$ cat src/rtl/pio_sideset_delay_unit_if.sv
// Bundle between a PIO state machine's fetch/control logic and its
// execute-side sequencer.
//   master : fetch/control side. It drives enable, restart, the instruction,
//            issue/stall and the side-set configuration.
//   slave  : sequencer side. It returns decoded fields, ready, the one-shot
//            side-set write and the delay status.
interface pio_sideset_delay_unit_if #(
    parameter int SS_MAX = 5,
    parameter int DLY_W  = 5
);
    logic              en;
    logic              restart;
    logic [15:0]       instr;
    logic              issue;
    logic              stall;
    logic [2:0]        cfg_ss_count;
    logic              cfg_ss_opt;
    logic              cfg_ss_pindirs;
    logic [2:0]        op;
    logic [2:0]        op1;
    logic [4:0]        op2;
    logic              ready;
    logic              ss_valid;
    logic [SS_MAX-1:0] ss_data;
    logic              ss_is_dir;
    logic              delay_active;
    logic [DLY_W-1:0]  delay_left;

    modport master (
        output en, restart, instr, issue, stall,
               cfg_ss_count, cfg_ss_opt, cfg_ss_pindirs,
        input  op, op1, op2, ready, ss_valid, ss_data, ss_is_dir,
               delay_active, delay_left
    );

    modport slave (
        input  en, restart, instr, issue, stall,
               cfg_ss_count, cfg_ss_opt, cfg_ss_pindirs,
        output op, op1, op2, ready, ss_valid, ss_data, ss_is_dir,
               delay_active, delay_left
    );
endinterface

$ cat src/rtl/pio_sideset_delay_unit.sv
// Execute-side sequencer for one PIO state machine.
// It splits the instruction into opcode, operand, side-set and delay fields
// under the runtime side-set configuration. It emits a registered one-shot
// side-set write at issue. It also runs the stall/post-instruction delay
// tracking that gates the next issue.
// Ports:
//   clk     : single clock
//   resetn  : synchronous active-low reset
//   bus     : pio_sideset_delay_unit_if.slave. The inputs are en, restart,
//             instr, issue, stall and cfg_ss_*. The outputs are op/op1/op2
//             (combinational), ready (state decode), and the registered
//             ss_valid/ss_data/ss_is_dir and delay_active/delay_left.
module pio_sideset_delay_unit #(
    parameter int SS_MAX = 5,
    parameter int DLY_W  = 5
) (
    input  logic                    clk,
    input  logic                    resetn,
    pio_sideset_delay_unit_if.slave bus
);

    typedef enum logic [1:0] {
        ST_IDLE  = 2'd0,
        ST_STALL = 2'd1,
        ST_DELAY = 2'd2
    } state_t;

    // Side-set width clamped to the 5-bit field.
    function automatic logic [2:0] clamp_count(input logic [2:0] cnt);
        logic [2:0] res;
        if (cnt > 3'd5) begin
            res = 3'd5;
        end else begin
            res = cnt;
        end
        return res;
    endfunction

    state_t            state_r;
    state_t            state_nxt_s;
    logic [DLY_W-1:0]  delay_left_r;
    logic              delay_active_r;
    logic              ss_valid_r;
    logic [SS_MAX-1:0] ss_data_r;
    logic              ss_is_dir_r;

    logic [4:0]        field_s;
    logic [2:0]        n_s;
    logic [2:0]        dbits_s;
    logic [4:0]        dly_s;
    logic              ss_en_s;
    logic [4:0]        ss_raw_s;
    logic              ready_s;
    logic              issue_ok_s;
    logic              ss_write_s;

    assign bus.op  = bus.instr[15:13];
    assign bus.op1 = bus.instr[7:5];
    assign bus.op2 = bus.instr[4:0];

    // Field decode of instr[12:8]. The side-set bits occupy the top of the
    // field and the delay bits occupy the remaining low bits.
    always_comb begin
        field_s  = bus.instr[12:8];
        n_s      = clamp_count(bus.cfg_ss_count);
        dbits_s  = 3'd5 - n_s;
        // The low dbits bits form the delay. The mask has exactly dbits ones.
        dly_s    = field_s & (5'h1F >> n_s);
        if (bus.cfg_ss_opt) begin
            ss_en_s  = field_s[4];
            ss_raw_s = (field_s & 5'h0F) >> dbits_s;
        end else begin
            ss_en_s  = (n_s != 3'd0);
            ss_raw_s = field_s >> dbits_s;
        end
    end

    // Next-state logic. The restart and reset overrides live in the state
    // register.
    always_comb begin
        state_nxt_s = state_r;
        if (!bus.en) begin
            state_nxt_s = state_r;
        end else begin
            case (state_r)
                ST_IDLE: begin
                    if (bus.issue) begin
                        if (bus.stall) begin
                            state_nxt_s = ST_STALL;
                        end else if (dly_s != 5'd0) begin
                            state_nxt_s = ST_DELAY;
                        end else begin
                            state_nxt_s = ST_IDLE;
                        end
                    end else begin
                        state_nxt_s = ST_IDLE;
                    end
                end
                ST_STALL: begin
                    // The counter still holds the delay latched at issue.
                    if (bus.stall) begin
                        state_nxt_s = ST_STALL;
                    end else if (delay_left_r != {DLY_W{1'b0}}) begin
                        state_nxt_s = ST_DELAY;
                    end else begin
                        state_nxt_s = ST_IDLE;
                    end
                end
                ST_DELAY: begin
                    if (delay_left_r == {{(DLY_W-1){1'b0}}, 1'b1}) begin
                        state_nxt_s = ST_IDLE;
                    end else begin
                        state_nxt_s = ST_DELAY;
                    end
                end
                default: state_nxt_s = ST_IDLE;
            endcase
        end
    end

    // Output decode: ready, and the qualified issue and side-set strobes.
    always_comb begin
        ready_s    = bus.en & (state_r == ST_IDLE);
        issue_ok_s = ready_s & bus.issue;
        if (issue_ok_s) begin
            ss_write_s = ss_en_s;
        end else begin
            ss_write_s = 1'b0;
        end
    end

    // State register, with the registered delay_active flag that mirrors
    // the next state.
    always_ff @(posedge clk) begin
        if (!resetn) begin
            state_r        <= ST_IDLE;
            delay_active_r <= 1'b0;
        end else if (bus.restart) begin
            state_r        <= ST_IDLE;
            delay_active_r <= 1'b0;
        end else if (bus.en) begin
            state_r        <= state_nxt_s;
            delay_active_r <= (state_nxt_s == ST_DELAY);
        end
    end

    // Delay counter and side-set write registers. Reset clears the side-set
    // value and target. Restart only cancels the strobe.
    always_ff @(posedge clk) begin
        if (!resetn) begin
            delay_left_r <= {DLY_W{1'b0}};
            ss_valid_r   <= 1'b0;
            ss_data_r    <= {SS_MAX{1'b0}};
            ss_is_dir_r  <= 1'b0;
        end else if (bus.restart) begin
            delay_left_r <= {DLY_W{1'b0}};
            ss_valid_r   <= 1'b0;
        end else if (!bus.en) begin
            ss_valid_r   <= 1'b0;
        end else begin
            ss_valid_r <= ss_write_s;
            if (ss_write_s) begin
                // Truncation drops any bits at or above SS_MAX.
                ss_data_r   <= ss_raw_s[SS_MAX-1:0];
                ss_is_dir_r <= bus.cfg_ss_pindirs;
            end
            if (issue_ok_s) begin
                delay_left_r <= DLY_W'(dly_s);
            end else if (state_r == ST_DELAY) begin
                delay_left_r <= delay_left_r - {{(DLY_W-1){1'b0}}, 1'b1};
            end
        end
    end

    assign bus.ready        = ready_s;
    assign bus.ss_valid     = ss_valid_r;
    assign bus.ss_data      = ss_data_r;
    assign bus.ss_is_dir    = ss_is_dir_r;
    assign bus.delay_active = delay_active_r;
    assign bus.delay_left   = delay_left_r;

endmodule

$ cat src/flat_wrapper.sv
// flat-port wrapper written by rule: the top's interface ports become plain ports
module pio_sideset_delay_unit_flat 
#(
    parameter int SS_MAX = 5,
    parameter int DLY_W  = 5
)
  (clk, resetn, bus_en, bus_restart, bus_instr, bus_issue, bus_stall, bus_cfg_ss_count, bus_cfg_ss_opt, bus_cfg_ss_pindirs, bus_op, bus_op1, bus_op2, bus_ready, bus_ss_valid, bus_ss_data, bus_ss_is_dir, bus_delay_active, bus_delay_left);
  pio_sideset_delay_unit_if #(.SS_MAX(SS_MAX), .DLY_W(DLY_W)) bus_i ();
  input  logic clk;
  input  logic resetn;
  input wire logic [$bits(bus_i.en)-1:0] bus_en;
  input wire logic [$bits(bus_i.restart)-1:0] bus_restart;
  input wire logic [$bits(bus_i.instr)-1:0] bus_instr;
  input wire logic [$bits(bus_i.issue)-1:0] bus_issue;
  input wire logic [$bits(bus_i.stall)-1:0] bus_stall;
  input wire logic [$bits(bus_i.cfg_ss_count)-1:0] bus_cfg_ss_count;
  input wire logic [$bits(bus_i.cfg_ss_opt)-1:0] bus_cfg_ss_opt;
  input wire logic [$bits(bus_i.cfg_ss_pindirs)-1:0] bus_cfg_ss_pindirs;
  output wire logic [$bits(bus_i.op)-1:0] bus_op;
  output wire logic [$bits(bus_i.op1)-1:0] bus_op1;
  output wire logic [$bits(bus_i.op2)-1:0] bus_op2;
  output wire logic [$bits(bus_i.ready)-1:0] bus_ready;
  output wire logic [$bits(bus_i.ss_valid)-1:0] bus_ss_valid;
  output wire logic [$bits(bus_i.ss_data)-1:0] bus_ss_data;
  output wire logic [$bits(bus_i.ss_is_dir)-1:0] bus_ss_is_dir;
  output wire logic [$bits(bus_i.delay_active)-1:0] bus_delay_active;
  output wire logic [$bits(bus_i.delay_left)-1:0] bus_delay_left;
  assign bus_i.en = bus_en;
  assign bus_i.restart = bus_restart;
  assign bus_i.instr = bus_instr;
  assign bus_i.issue = bus_issue;
  assign bus_i.stall = bus_stall;
  assign bus_i.cfg_ss_count = bus_cfg_ss_count;
  assign bus_i.cfg_ss_opt = bus_cfg_ss_opt;
  assign bus_i.cfg_ss_pindirs = bus_cfg_ss_pindirs;
  assign bus_op = bus_i.op;
  assign bus_op1 = bus_i.op1;
  assign bus_op2 = bus_i.op2;
  assign bus_ready = bus_i.ready;
  assign bus_ss_valid = bus_i.ss_valid;
  assign bus_ss_data = bus_i.ss_data;
  assign bus_ss_is_dir = bus_i.ss_is_dir;
  assign bus_delay_active = bus_i.delay_active;
  assign bus_delay_left = bus_i.delay_left;
  pio_sideset_delay_unit #(.SS_MAX(SS_MAX), .DLY_W(DLY_W)) u_core (.clk(clk), .resetn(resetn), .bus(bus_i));
endmodule
$ cat config.mk
export PLATFORM = sky130hd
export DESIGN_NAME = pio_sideset_delay_unit_flat
export DESIGN_NICKNAME = d
export VERILOG_FILES = /design/src/rtl/pio_sideset_delay_unit_if.sv /design/src/rtl/pio_sideset_delay_unit.sv /design/src/flat_wrapper.sv
export SDC_FILE = /design/constraint.sdc
export NUM_CORES = 1
export LEC_CHECK = 0
export ABC_AREA = 1
export CORE_MARGIN = 2
export CORE_UTILIZATION = 29
export DETAILED_ROUTE_END_ITERATION = 7
export GPL_ROUTABILITY_DRIVEN = 0
export PLACE_DENSITY = 0.69
export SKIP_LAST_GASP = 1
export SLEW_MARGIN = 20
export SYNTH_ARGS = -nofsm -noshare
export SYNTH_HDL_FRONTEND = slang
export SYNTH_SLANG_ARGS = --single-unit
$ cat constraint.sdc
create_clock -name clk -period 2.1 [get_ports clk]
set_clock_uncertainty 0.1 [all_clocks]
set_input_delay 0.21 -clock clk [delete_from_list [all_inputs] [get_ports clk]]
set_output_delay 0.21 -clock clk [all_outputs]
set_load 0.01 [all_outputs]
==> results of run 1 <==
[worst register-to-register path, delay by kind of cell (launching register included)]
kind            cells  cell delay (ns)
simple gates        5             0.52
buf+inv             1             0.09
compound gates      2             0.19
flops               1             0.39
[cell type report]
cell class              count  area, um2  share of cell area
multi-input cells         104        563               0.416
repair buffers             32        313               0.231
clock buffers               3       22.5              0.0166
clock inverters             1       5.00             0.00369
flip-flops and latches     15        300               0.222
inverters                  25       93.8              0.0693
well taps                  46       57.6              0.0425
[power by group]
part	leakage [nW]	internal (mW)	switching, mW
sequential	0.122	0.292	0.00547
combinational	0.428	0.0748	0.0831
clock	0.0177	0.0710	0.101
total	0.568	0.437	0.189
[stage by stage]
step           worst slack, ns  hold WS, ns  utilization  area (um2)  std cells
6_report                 0.300        0.320        0.400        1360        226
5_1_grt                  0.207        0.320        0.400        1360        226
4_1_cts                  0.295        0.320        0.400        1360        226
3_5_place_dp             0.127        0.320        0.392        1330        222
3_3_place_gp             0.133        0.320        0.392        1330        222
2_1_floorplan            0.705        0.246            -        1040        155
[how the worst min path moves through the flow]
stage          slack [ns]  cells after the start     startpoint                    to
3_5_place_dp         0.32                      0  bus_instr[14]             bus_op[1]
4_1_cts              0.32                      0  bus_instr[14]             bus_op[1]
2_1_floorplan        0.25                      2         resetn  u_core.bus.ss_is_dir
3_3_place_gp         0.32                      0  bus_instr[14]             bus_op[1]
6_report             0.32                      0   bus_instr[4]            bus_op2[4]
5_1_grt              0.32                      0   bus_instr[6]            bus_op1[1]
[layer usage]
layer / part of all wire / vias to the layer above
met2: 0.43 / 42
li1: - / 547
met3: 0.076 / 5
met5: 0 / -
met1: 0.48 / 455
met4: 0.015 / 0
[cells in the mapped netlist, types with 2 or more instances]
cell      number  area (um2)
nand2_1       31         116
inv_1         23        86.3
dfxtp_1       15         300
nor2_1        13        48.8
a21oi_1       11        55.1
buf_4         11        82.6
nand3_1       10        50.1
o21ai_0       10        50.1
ha_1           3        37.5
nand4_1        3        18.8
nor2_4         3        33.8
nor3_1         3        15.0
a31oi_1        2        12.5
inv_2          2        7.51
o211ai_1       2        15.0
o21ai_1        2        10.0
o221ai_1       2        17.5
[sequential cells by signal, summed over array words and instances (netlist names)]
| name | count |
|---|---|
| u_core.bus.delay_active | 1 |
| u_core.bus.delay_left | 5 |
| u_core.bus.ss_data | 5 |
| u_core.bus.ss_is_dir | 1 |
| u_core.bus.ss_valid | 1 |
| u_core.state_r | 2 |
[kinds of logic (layout without fill, tap and decap cells)]
logic type	count (synthesis)	in the layout	synth area share
AND/OR/NAND/NOR	68	68	0.320
buffers and inverters	36	61	0.170
AO/OA/AOI/OAI	31	31	0.168
flip-flops	15	15	0.289
adder cells (fa/ha/maj)	3	3	0.0361
XOR/XNOR	2	2	0.0169
==> out/metrics.yaml, run 1 <==
status: "completed"
vias: 1049
slowest_stage: "clkdlybuf4s50_1"
initial_core_util: 0.307
path_buf_inv: 2
tightest_slew_ns: 0.289
synth.distinct_cells: 26
grtUsageMet2: 0.204
die_h_um: 63.9
regToRegSetupSlack_ns: 0.70
power_mw: 0.627
syn_avg_cell_area_um2: 6.71
worst_setup_path_end_kind: "primary output"
core_um2: 3390
crit_type: "flip-flop to primary output"
async_reset_ff_frac: 0
drive_gt1_frac: 0.0833
crit_path_end: "bus_ready"
grt_busiest_layer: "met2"
dp_hpwl_mm: 1.90
portBuffers: 29
grt_pass1_wl_mm: 4.28
grt_start_max_net_pins: 10
cp.depth: 4
fin_crit_ns: 1.80
cts_tree: "yes"
synth_seq_area_share: 0.289
cts_hold_buffers: 0
r2r_start: "u_core.state_r[1]"
cts_resized: 0
die_area_um2: 4080
grt_overflow: 0
via_per_inst: 4.64
fmax_ghz: 0.555
worst_path_largest_cell_delay_ns: 0.53
p_leak_nw: 0.568
num_io_pins: 52
power.density_nw_per_um2: 463
setup_viol: 0
r2r_cells: 8
antenna_found_initial: 0
drt_wl_total_mm: 2.40
clk_latency_ns: 0.29
drtPass1Iterations: 4
met1_usage: 0.165
clock-root-buffer: "clkbuf_4"
cp_max_fo: 6
diodes: 0
area_delta_synth_final_pct: 30.3
drt_iter0_drc: 56
rows: 21
timing.final.crit_share: 0.857
path_clk_slew_ns: 0.10
htreeDepth: 1
die_w_um: 63.9
clk_path_buf_depth: 2
reg2reg_to: "u_core.bus.ss_data[0]"
syn_nets: 185
grt_util_met3: 0.0493
final_nets: 211
required_ns: 1.79
drc_errors: 0
finalSetupTns_ns: 0
cts_num_sinks: 15
worstPathArrival_ns: 1.49
hp-class: "input pin to primary output"
yosysWarnings: 0
hold_violations: 0
slew_headroom: 0.806
rsz0062_at_grt: "false"
final_common_cell: "nand2_1"
startpoint: "u_core.state_r[1]"
crit_family: "buffers and inverters"
wl_per_cell_um: 10.6
grt_pass1_vias: 984
post-cts-setup-buffers: 0
synth_area_um2: 1040
layout_common_cells: "nand2_1 (31), clkdlybuf4s50_1 (29), inv_1 (23), dfxtp_1 (15), nor2_1 (13)"
maxCapViolCount: 0
ir_drop_mv: 0.234
n_fill_cell: 356
ys_ff_latch: 15
path_cells: "nor2_4 > inv_1 > nor2_1 > clkdlybuf4s50_1"
grt_util_all_layers: 0.132
syn_inst: 155
cp-start-kind: "flip-flop"
ant_nets: 0
cts_made_buffers: 3
synth_ff_type: "dfxtp_1"
synth-edff-count: 0
slew_violations: 0
(Power assumes the default switching activity.)
==> run 2: changes to the inputs <==
- GPL_ROUTABILITY_DRIVEN: 0 -> not set
==> run 2 against run 1 <==
  * Critical path type unchanged
  * Non-clock buffer count is the same
  * Final area is the same
  * Final cell count is the same
==> out/metrics.yaml, run 2 (synthesis gave the netlist of run 1 again) <==
status: "completed"
grt_util_all_layers: 0.128
n_fill_cell: 362
hold_violations: 0
fin_crit_ns: 1.79
slew_violations: 0
final_nets: 211
dp_hpwl_mm: 1.93
cts_tree: "yes"
regToRegSetupSlack_ns: 0.72
clk_latency_ns: 0.29
diodes: 0
rsz0062_at_grt: "false"
drt_iter0_drc: 41
grt_pass1_vias: 978
finalSetupTns_ns: 0
area_delta_synth_final_pct: 30.3
stdcell_count: 226
drc_errors: 0
gp_congestion: 0.920
maxCapViolCount: 0
antenna_found_initial: 0
clk_path_buf_depth: 2
hp-class: "input pin to primary output"
setup_viol: 0
die_h_um: 63.9
final_common_cell: "nand2_1"
multiInputGateArea_um2: 563
setup_slack_ns: 0.314
vias: 1053
cp-start-kind: "flip-flop"
worst_path_largest_cell_delay_ns: 0.53
path_buf_inv: 2
grt_overflow: 0
path_clk_slew_ns: 0.10
num_io_pins: 52
p_leak_nw: 0.568
r2r_start: "u_core.state_r[1]"
place_ws_ns: 0.152
final_util: 0.400
die_w_um: 63.9
timing.final.crit_share: 0.850
ff_latch_area_um2: 300
core_um2: 3390
htreeDepth: 1
post-cts-setup-buffers: 0
power_mw: 0.627
tightest_slew_ns: 0.310
reg2reg_to: "u_core.bus.ss_data[0]"
required_ns: 1.79
crit_type: "flip-flop to primary output"
path_cells: "nor2_4 > inv_1 > nor2_1 > clkdlybuf4s50_1"
hold_end: "bus_op2[4]"
slew_headroom: 0.793
r2r_cells: 8
via_per_inst: 4.66
cts_made_buffers: 3
fmax_ghz: 0.560
ir_drop_mv: 0.196
die_area_um2: 4080
crit_family: "buffers and inverters"
worstPathArrival_ns: 1.48
hold_start: "bus_instr[4]"
grt_pass1_wl_mm: 4.15
portBuffers: 29
power.density_nw_per_um2: 462
grt_start_max_net_pins: 10
cts_num_sinks: 15
cts_resized: 0
hold_depth: 0
cts_hold_buffers: 0
ant_nets: 0
drive_gt1_frac: 0.0833
worst_setup_path_end_kind: "primary output"
wl_per_cell_um: 10.6
initial_core_util: 0.307
drt_wl_total_mm: 2.39
clock-root-buffer: "clkbuf_4"
slowest_stage: "clkdlybuf4s50_1"
cp_max_fo: 6
dp_cells: 222
rows: 21
layout_common_cells: "nand2_1 (31), clkdlybuf4s50_1 (29), inv_1 (23), dfxtp_1 (15), nor2_1 (13)"
drtPass1Iterations: 4
-- run 2: how the worst max path moves through the flow --
stage | start | to | slack, ns | cells after the start
floorplan | bus_cfg_ss_count[1] | u_core.bus.ss_data[0] | 0.71 | 9
global placement | bus_cfg_ss_count[1] | u_core.bus.delay_active | 0.14 | 13
detailed placement | bus_cfg_ss_count[1] | u_core.bus.delay_active | 0.15 | 13
CTS | u_core.state_r[1] | bus_ready | 0.30 | 4
global route | u_core.state_r[1] | bus_ready | 0.20 | 4
finish | u_core.state_r[1] | bus_ready | 0.31 | 4
-- run 2: area by class of cell --
| cell class | count | area share |
|---|---|---|
| clock buffer | 3 | 0.0166 |
| tap | 46 | 0.0425 |
| multi-input combinational | 104 | 0.416 |
| inverter | 25 | 0.0693 |
| timing repair buffer | 32 | 0.231 |
| sequential | 15 | 0.222 |
| clock inverter | 1 | 0.00369 |
-- run 2: per-layer routing --
layer	wire length, um	global-route usage
met1	1180	0.164
met2	977	0.193
met3	187	0.0440
met4	49	0.0598
met5	0	0
-- run 2: metrics by stage --
step,hold WS (ns),area (um2)
after floorplan,0.246,1040
after global placement,0.320,1330
after detailed placement,0.320,1330
after CTS,0.320,1360
after global routing,0.320,1360
final,0.320,1360
-- run 2: where the power goes --
part | internal, mW | switching, mW
combinational | 0.0747 | 0.0833
sequential | 0.292 | 0.00548
clock | 0.0708 | 0.101
total | 0.437 | 0.189
==> patch 1 (settings of run 1) <==
Encoding of `state_t`: now one-hot (3 bits for 3 states).
--- a/src/rtl/pio_sideset_delay_unit.sv
+++ b/src/rtl/pio_sideset_delay_unit.sv
@@ -19,10 +19,10 @@
     pio_sideset_delay_unit_if.slave bus
 );
 
-    typedef enum logic [1:0] {
-        ST_IDLE  = 2'd0,
-        ST_STALL = 2'd1,
-        ST_DELAY = 2'd2
+    typedef enum logic [2:0] {
+        ST_IDLE  = 3'b001,
+        ST_STALL = 3'b010,
+        ST_DELAY = 3'b100
     } state_t;
 
     // Side-set width clamped to the 5-bit field.
Formal check against the unedited RTL: no difference found for any inputs over 10 cycles, from zero or initial values and one cycle with resetn low; not proved beyond that.
==> patch 1 against run 1 <==
Via count grew 8.2%; combinational power grew 4%; worst setup slack improved by 3.5 ps; sequential cell count grew 1; final cell count up 8.4%; global-route usage shrank 0.51 points; total power is 21% higher; synthesized cell count increased by 12%; routed wire length grew 8.1%; area after synthesis increased by 8.4%; critical endpoint unchanged; cell area is 8.1% higher; fmax is 0.20% higher.
==> patch 1: results <==
[clocking]
clk_latency_ps = 250
clock-root-buffer = clkbuf_8

[synthesis]
synth-compound-area-share_pct = 12.5
synthTopCellsByArea = dfxtp_1 28%, nand2_1 15%, buf_4 7.3%
synth_xor_area_share_pct = 1.55
synth.distinct_cells = 24
synthCells = 173

[final_layout]
drive_gt1_share_pct = 8.63
final_nets = 228
multi_input_area_um2 = 631
final_cells = 245
finish.utilization_pct = 39.7
buffer_area_share_pct = 20.8
clock_cell_area_share_pct = 3.76

[detailed_routing]
wl_met2_mm = 1.17
drtIter0Drc = 96
met1Wirelength_mm = 1.23

[floorplanning]
placementRows = 22

[setup_path]
crit_path_max_fanout = 5

[place]
dp.cells = 241
dp_hpwl_mm = 2.07

[status]
status = finished clean

[power_and_ir_drop]
comb_power_share_pct = 21.7

[global_routing]
grt_use_total_pct = 12.7

[timing]
fin_ws_ps = 303
## patch 1: cell count changes after synthesis, sizes merged, moves of 2 or more
cell    change
nand4       +2
nor2        +5
nand2      +14
nand3       +2
nor3        -2
o21ai       -3
nand3b      +2
## patch 1: worst max-delay path, cell delays in order
cell and delay, ps:
clkdlybuf4s50_1 490, inv_2 90, nor2_8 150, clkdlybuf4s50_1 550
## patch 1: path summary, 6_finish.rpt
path,cells after the start,start,endpoint
worst max-delay path,4,bus_en,bus_ready
worst min-delay path,0,bus_instr[2],bus_op2[2]
worst max register to register,9,u_core.bus.delay_left[0]$_SDFFE_PP0P_,u_core.bus.delay_active$_SDFFE_PP0P_
worst min register to register,2,u_core.bus.ss_data[4]$_SDFFE_PN0P_,u_core.bus.ss_data[4]$_SDFFE_PN0P_
## patch 1: cells by family after synthesis
group                      after synthesis
DFF                                     16
adders and majority gates                3
xor gates and xnor gates                 2
buffers and inverters                   36
and+or+nand+nor                         90
AOI/OAI and AO/OA                       26
==> patch 2 (settings of run 1) <==
Made on the original files. `DLY_W` is set to 5 in 3 places; all go to 10.
--- a/src/rtl/pio_sideset_delay_unit_if.sv
+++ b/src/rtl/pio_sideset_delay_unit_if.sv
@@ -6,7 +6,7 @@
 //            side-set write and the delay status.
 interface pio_sideset_delay_unit_if #(
     parameter int SS_MAX = 5,
-    parameter int DLY_W  = 5
+    parameter int DLY_W  = 10
 );
     logic              en;
     logic              restart;
--- a/src/rtl/pio_sideset_delay_unit.sv
+++ b/src/rtl/pio_sideset_delay_unit.sv
@@ -12,7 +12,7 @@
 //             ss_valid/ss_data/ss_is_dir and delay_active/delay_left.
 module pio_sideset_delay_unit #(
     parameter int SS_MAX = 5,
-    parameter int DLY_W  = 5
+    parameter int DLY_W  = 10
 ) (
     input  logic                    clk,
     input  logic                    resetn,
--- a/src/flat_wrapper.sv
+++ b/src/flat_wrapper.sv
@@ -2,7 +2,7 @@
 module pio_sideset_delay_unit_flat 
 #(
     parameter int SS_MAX = 5,
-    parameter int DLY_W  = 5
+    parameter int DLY_W  = 10
 )
   (clk, resetn, bus_en, bus_restart, bus_instr, bus_issue, bus_stall, bus_cfg_ss_count, bus_cfg_ss_opt, bus_cfg_ss_pindirs, bus_op, bus_op1, bus_op2, bus_ready, bus_ss_valid, bus_ss_data, bus_ss_is_dir, bus_delay_active, bus_delay_left);
   pio_sideset_delay_unit_if #(.SS_MAX(SS_MAX), .DLY_W(DLY_W)) bus_i ();
Ports: changed (resized bus_delay_left); port bits go from 52 to 57. The function was not compared with the original's and may differ.
==> patch 2 against run 1 <==
Worst setup slack worse by 28 ps; cell area grew 25%; total power grew 41%; sequential cell count is 5 higher; routed wire length increased by 21%; synthesized cell count rose by 23%; area after synthesis rose by 27%; critical path type is now primary input to primary output; critical endpoint unchanged; largest power group unchanged; highest routed layer unchanged.
==> patch 2: results <==
[status]
status = finished clean

[synthesis]
synthTopCellsByArea = dfxtp_1 30%, inv_1 8.8%, nor2_1 8.5%
seq_area_frac_synth_pct = 30.4
synth-compound-area-share_pct = 14.4
syn-num-nets = 221
synth_xor_area_share_pct = 2.66
synth.distinct_cells = 29
ys_top_cells_by_count = 31 x inv_1, 30 x nor2_1, 29 x nand2_1
synthMuxAreaShare_pct = 0
synthAdderAreaFrac_pct = 2.85

[setup_path]
reg2reg_depth = 6
crit_path_max_fanout = 5
cp.arrival_ps = 1520
rrSetupSlack_ps = 530

[clocking]
clk_latency_ps = 260
clock-root-buffer = clkbuf_8
cts_resized = 0

[min_path]
min_to = bus_op1[0]
hold_depth = 0
hold_start = bus_instr[5]

[power_and_ir_drop]
worst_ir_drop_vdd_mv = 0.242
p_leak_uw = 0.000731

[final_layout]
largest_reg_flops = 10
diodes = 0
final_nets = 249
drive_gt1_share_pct = 11.0

[detailed_routing]
wl_mm = 2.90
via_count = 1222
drtIter0Drc = 46

[global_routing]
grt_use_total_pct = 11.9
grt_max_degree = 12
grt_pass1_wl_mm = 4.98

[place]
dpl-instance-area_um2 = 1640
dp_hpwl_mm = 2.32
numPortBuffers = 34

[timing]
slew_headroom_pct = 78.8
patch 2: cell types whose count changed after synthesis, sizes merged, moves of 2 or more:
cell	delta
o211ai	+2
nor2	+19
o21ai	-4
o22ai	+3
dfxtp	+5
a31oi	-2
o221ai	-2
xor2	+3
nand3	+2
inv	+9
patch 2: final cells by class:
cell class / count / area (µm²)
well taps: 52 / 65.1
inverters: 35 / 139
repair buffers: 35 / 348
fillers: 453 / 2660
clock buffers: 4 / 55.1
flip-flops and latches: 20 / 400
multi-input cells: 124 / 688
patch 2: worst max-delay path by stage:
stage                                         startpoint                            endpoint  slack [ps]
after CTS                 u_core.state_r[1]$_SDFFE_PP0P_                           bus_ready         250
after global routing      u_core.state_r[1]$_SDFFE_PP0P_                           bus_ready         160
after global placement                            bus_en  u_core.bus.ss_data[0]$_SDFFE_PN0P_         250
final                                             bus_en                           bus_ready         270
after detailed placement             bus_cfg_ss_count[2]  u_core.bus.ss_data[1]$_SDFFE_PN0P_         240
after floorplan           u_core.state_r[1]$_SDFFE_PP0P_  u_core.bus.ss_data[0]$_SDFFE_PN0P_         740
patch 2: power breakdown:
group	internal, µW	switching [µW]
logic	85.3	103
clock network	167	133
registers	390	8.16
patch 2: routing by layer:
metal	share of wire, %	wire length (µm)	track usage, %
met2	44	1290	19.9
met1	47	1350	15.3
met4	1.4	42	4.40
met3	7.4	215	2.39
met5	0	0	0
patch 2: worst register-to-register path, stage by stage (launching register included):
cell and delay, ps:
dfxtp_1 360, nor2_2 200, nand2_4 130, a211oi_4 220, nand2_4 140, nor3_1 230
nor2_1 70
patch 2: metrics by stage:
stage	std cells	hold WS (ps)	util, %	worst slack [ps]
after global placement	266	320	37.7	253
after CTS	270	320	38.9	251
final	270	320	38.9	271
after floorplan	191	221	-	739
after global routing	270	320	38.9	157
after detailed placement	266	320	37.7	238
